`src/rtl/engine_round_controller.sv`:
```
// AES round sequencer: INIT (pre-round key add), NUM_ROUNDS-1 mixing rounds, FINAL, then DONE until out_ready.
// Optional ENGINE_RC_DECRYPT_EN adds decrypt/inv_mode and a descending round-key index.
module engine_round_controller #(
  parameter int NUM_ROUNDS = 10,
  parameter int IDX_W      = 4
) (
  input  logic             clk,
  input  logic             rst_,
  input  logic             transformer_start,
  input  logic             out_ready,
`ifdef ENGINE_RC_DECRYPT_EN
  input  logic             decrypt,
  output logic             inv_mode,
`endif
  output logic [IDX_W-1:0] round_idx,
  output logic             state_load,
  output logic             state_en,
  output logic             mix_en,
  output logic             busy,
  output logic             transformer_done
);

  typedef enum logic [2:0] {
    S_IDLE  = 3'd0,
    S_INIT  = 3'd1,
    S_ROUND = 3'd2,
    S_FINAL = 3'd3,
    S_DONE  = 3'd4
  } state_t;

  localparam logic [IDX_W-1:0] LP_ZERO = '0;
  localparam logic [IDX_W-1:0] LP_ONE  = IDX_W'(1);
  localparam logic [IDX_W-1:0] LP_LAST = IDX_W'(NUM_ROUNDS);
  localparam logic [IDX_W-1:0] LP_PEN  = IDX_W'(NUM_ROUNDS - 1);

  state_t           r_state, w_state_nxt;
  logic [IDX_W-1:0] r_idx, w_idx_nxt;
  logic             w_dec_req;
  logic             w_inv;

`ifdef ENGINE_RC_DECRYPT_EN
  logic r_inv;
  logic w_inv_nxt;

  assign w_dec_req = decrypt;
  assign w_inv     = r_inv;
  assign inv_mode  = r_inv;
  // Direction is captured only when a block is accepted and held for its whole duration.
  assign w_inv_nxt = (r_state == S_IDLE && transformer_start) ? decrypt : r_inv;

  always_ff @(posedge clk or negedge rst_) begin
    if (!rst_) r_inv <= 1'b0;
    else       r_inv <= w_inv_nxt;
  end
`else
  assign w_dec_req = 1'b0;
  assign w_inv     = 1'b0;
`endif

  always_ff @(posedge clk or negedge rst_) begin
    if (!rst_) begin
      r_state <= S_IDLE;
      r_idx   <= '0;
    end else begin
      r_state <= w_state_nxt;
      r_idx   <= w_idx_nxt;
    end
  end

  always_comb begin
    w_state_nxt = S_IDLE;
    w_idx_nxt   = LP_ZERO;
    case (r_state)
      S_IDLE: begin
        if (transformer_start) begin
          w_state_nxt = S_INIT;
          w_idx_nxt   = w_dec_req ? LP_LAST : LP_ZERO;
        end
      end
      S_INIT: begin
        w_state_nxt = S_ROUND;
        w_idx_nxt   = w_inv ? LP_PEN : LP_ONE;
      end
      S_ROUND: begin
        // The last mixing round hands straight over to the final-round key index.
        if (r_idx == (w_inv ? LP_ONE : LP_PEN)) begin
          w_state_nxt = S_FINAL;
          w_idx_nxt   = w_inv ? LP_ZERO : LP_LAST;
        end else begin
          w_state_nxt = S_ROUND;
          w_idx_nxt   = w_inv ? (r_idx - LP_ONE) : (r_idx + LP_ONE);
        end
      end
      S_FINAL: begin
        w_state_nxt = S_DONE;
        w_idx_nxt   = r_idx;
      end
      S_DONE: begin
        if (out_ready) begin
          w_state_nxt = S_IDLE;
          w_idx_nxt   = LP_ZERO;
        end else begin
          w_state_nxt = S_DONE;
          w_idx_nxt   = r_idx;
        end
      end
      default: begin
        w_state_nxt = S_IDLE;
        w_idx_nxt   = LP_ZERO;
      end
    endcase
  end

  assign round_idx        = r_idx;
  assign state_load       = (r_state == S_INIT);
  assign state_en         = (r_state == S_ROUND) || (r_state == S_FINAL);
  assign mix_en           = (r_state == S_ROUND);
  assign busy             = (r_state == S_INIT) || (r_state == S_ROUND) || (r_state == S_FINAL);
  assign transformer_done = (r_state == S_DONE);

endmodule
```
`config.mk`:
```
export PLATFORM = sky130hd
export DESIGN_NAME = engine_round_controller
export DESIGN_NICKNAME = d
export VERILOG_FILES = /design/src/rtl/engine_round_controller.sv
export SDC_FILE = /design/constraint.sdc
export NUM_CORES = 1
export LEC_CHECK = 0
export BUFFER_PORTS_ARGS = -buffer_cell sky130_fd_sc_hd__buf_2
export CAP_MARGIN = 20
export CELL_PAD_IN_SITES_DETAIL_PLACEMENT = 0
export CELL_PAD_IN_SITES_GLOBAL_PLACEMENT = 1
export CORE_AREA = 2 2 39 41
export DETAILED_ROUTE_END_ITERATION = 12
export DIE_AREA = 0 0 41 43
export HOLD_SLACK_MARGIN = 0.03
export PLACE_DENSITY_LB_ADDON = 0.1
export SLEW_MARGIN = 20
export SYNTH_ARGS = -nofsm -noshare
export SYNTH_HDL_FRONTEND = slang
export SYNTH_SLANG_ARGS = --single-unit
```
`constraint.sdc`:
```
create_clock -name clk -period 2.98 [get_ports clk]
set_input_delay 0.298 -clock clk [delete_from_list [all_inputs] [get_ports clk]]
set_output_delay 0.298 -clock clk [all_outputs]
set_load 0.05 [all_outputs]
```
==> impl_summary.txt <==
----------------------------------------------------
[Die]
  Number of ports placed on the die boundary ... 13
  Floorplan Core Area ... 1380 um2
  Number of core rows ... 14
  Effective utilization at floorplan ... 0.307
  Horiz. Die Dim ... 41 um
  Floorplan die area ... 1760 um2
  Floorplan die height ... 43 um

[Setup path]
  Crit path arrival time ... around 1.5 ns
  Worst Setup End Kind ... output pin
  Critical Path Slowest Stage Cell ... dfrtp_1
  Depth of the worst register-to-register path ... 4
  Crit path largest cell delay ... 0.49 ns
  Cells along the critical path ... or3b_4 -> clkinv_2 -> buf_2
  CP required ... 2.68 ns
  Type of origin of the critical path ... flip-flop
  Critical Path Fanout Max ... 9
  Critical path start-end classification ... reg2out
  Reg2Reg Setup Slack ... 1.66 ns
  Worst flop-to-flop path startpoint ... r_state[1]
  Reg-to-Reg End ... round_idx[3]

[Timing]
  Maximum clock rate ... approximately 0.56 GHz
  Worst max-slew margin expressed relative to the limit ... 0.810
  Final Hold Fails ... 0
  Sum of negative setup slack ... 0 ns
  Setup violators final ... 0
  Setup clock skew after layout ... 0.000710 ns
  Post-layout minimum cycle time ... 1.80 ns
  Number of max-slew violations in the final report ... 0
  Setup repair after global routing missed its margin ... no
  Fin crit share ... 0.604
  Least-Margin Pin Slew ... ~0.28 ns

[Synth]
  Syn nets ... 48
  Warnings, synthesis ... 0
  Total standard cell area after synthesis ... 424 um2
  Cells after synthesis ... 42
  Post-synth cell types ... 24
  Register bit count reported by yosys ... 7
  Area share of the leading cell type in the synthesized netlist ... 0.413
  Count leader, synth ... dfrtp_1
  Post-synth top area cell ... dfrtp_1
  Top post-synthesis cells by count ... dfrtp_1, nor2_1, inv_1
  Async set or reset register ratio after synthesis ... 1.00
  Main synth FF type ... dfrtp_1
  Average cell area after synthesis ... 10.1 um2
  Number of enable flip-flop cells after synthesis ... 0
  Seq/Total Area, Yosys ... 0.413
  Synth top area cells ... dfrtp_1, ha_1, mux2i_1, nor2_1, nor3b_1

[Finish]
  Share of final-layout standard cells stronger than drive strength 1 ... 0.316
  P&R area growth vs syn ... 23.0%
  Number of nets in the final layout ... 64
  Filler cell count ... about 140
  Diodes inserted ... 0

[Drt]
  Pre-Repair DR Iteration Count ... 1
  Top Metal Used ... met4
  Final WL ... ~860 um
  Iteration-0 DRC Markers ... 0
  Post-detailed-route DRC marker count ... 0
  Avg Vias per Cell ... 4.82
  Met3 WL ... about 54 um
  Vias ... 352
  Residual antenna-violating net count after detailed routing ... 0
  Wire length per cell ... between 10 and 15 um
  Total met2 wirelength after detailed routing ... ~420 um
  Detailed-route wire length on metal 1 ... ~380 um

[Global route]
  Wire length of the first global-routing pass ... around 1.4 mm
  Number of global-route vias before repair ... 319
  Initial antenna violation count ... 0
  Overflow left after global routing ... 0
  Overall Global Routing Usage ... 0.122
  Maximum number of pins on one net before global-route repair ... 11

[CTS]
  CTS tree ... yes
  H-tree Lvls ... 1
  Clock tree buffer depth ... 2
  Number of clock sinks ... 7
  Post-CTS Repair Setup Buffers ... 0
  Source-to-sink clock delay at the later pin of the worst-skew pair ... 0.24 ns
  Num CTS Buffers ... 3
  Clock-pin slew on the worst setup and hold paths ... approximately 0.050 ns
  # resized after CTS ... 0
  Clock Root Buffer ... clkbuf_4
  Hold bufs inserted after CTS ... 1

[Power and ir drop]
  Total leakage power ... 0.272 nW
  Worst-case vdd ir drop ... 0.513 mV
  Total power consumption of the routed design ... 623 uW
  Power density over cell area ... 1190 nW/um2

[Placement]
  HPWL reported at the end of detailed placement ... 689 um
  Gp weighted congestion ... 0.692
  Number of buffers added on ports ... 12

[Worst hold path]
  Hold Path Class ... in2reg
  Depth of the worst hold-timing path ... 4
  Origin of the worst min-delay path ... transformer_start
  Worst hold endpoint ... r_state[0]

[Job]
  Max capacitance violation total ... 0

[Run status]
  Outcome ... complete, no violations

----------------------------------------------------
[report_power, final]
part           internal, mW  switching, mW  leakage [nW]
clock network        0.0509         0.0325        0.0150
logic                 0.104          0.250         0.164
registers             0.126         0.0594        0.0930
[worst max-delay path: cells and delay by family (launching register included)]
kind / cells / cell delay [ns]
DFF: 1 / 0.49
and+or+nand+nor: 1 / 0.45
buffers and inverters: 2 / 0.32
[sequential cells by signal, summed over array words and instances, names as in the netlist]
signal     flops
round_idx      4
r_state        3
[layout make-up]
type / count / area (um2) / share of cell area
Clock buffer: 4 / 26.3 / 0.0504
Inverter: 4 / 16.3 / 0.0312
Multi-Input combinational cell: 29 / 214 / 0.410
Sequential cell: 7 / 175 / 0.336
Tap cell: 16 / 20.0 / 0.0384
Timing Repair Buffer: 13 / 70.1 / 0.134
[cells in the final DEF (no fill, tap or decap), types with 2 or more instances in the layout]
master and instances:
nor2_1 5, clkbuf_4 3, buf_2 12, inv_1 3, a21oi_1 2, mux2i_1 2, nand2b_1 2, ha_1 2
nand3_1 2, nor3b_1 2, dfrtp_1 7
[logic make-up (layout without fill, tap and decap cells)]
family | count (synthesis) | count (layout) | share of synthesized area
AOI/OAI and AO/OA | 7 | 7 | 0.118
muxes | 2 | 2 | 0.0472
adders and majority gates | 2 | 2 | 0.0590
buffers and inverters | 6 | 21 | 0.0826
DFF | 7 | 7 | 0.413
and+or+nand+nor | 18 | 18 | 0.280
[worst max path at each step]
stage               start  depth (start not counted)          endpoint  slack (ns)
2_1_floorplan  r_state[1]                          2  transformer_done        1.03
3_3_place_gp   r_state[1]                          3            mix_en        1.47
3_5_place_dp   r_state[1]                          3            mix_en        1.43
4_1_cts        r_state[1]                          3            mix_en        1.16
5_1_grt        r_state[1]                          3            mix_en        1.11
6_report       r_state[1]                          3            mix_en        1.18
[stage by stage]
| step | cells | setup slack, ns | cell area [um2] | hold WS [ns] | util |
|---|---|---|---|---|---|
| CTS | 73 | 1.16 | 522 | 0.413 | 0.377 |
| finish | 73 | 1.18 | 522 | 0.414 | 0.377 |
| global placement | 68 | 1.47 | 485 | 0.139 | 0.351 |
| detailed placement | 68 | 1.43 | 485 | 0.140 | 0.351 |
| global route | 73 | 1.11 | 522 | 0.433 | 0.377 |
| floorplan | 42 | 1.03 | 424 | 0.00241 | - |
[per-layer routing]
metal,track usage,up-vias
li1,-,177
met3,0.0209,2
met4,0.100,0
met1,0.146,165
met2,0.178,8
met5,0,-
No activity file was read; power rests on OpenSTA's default activity.
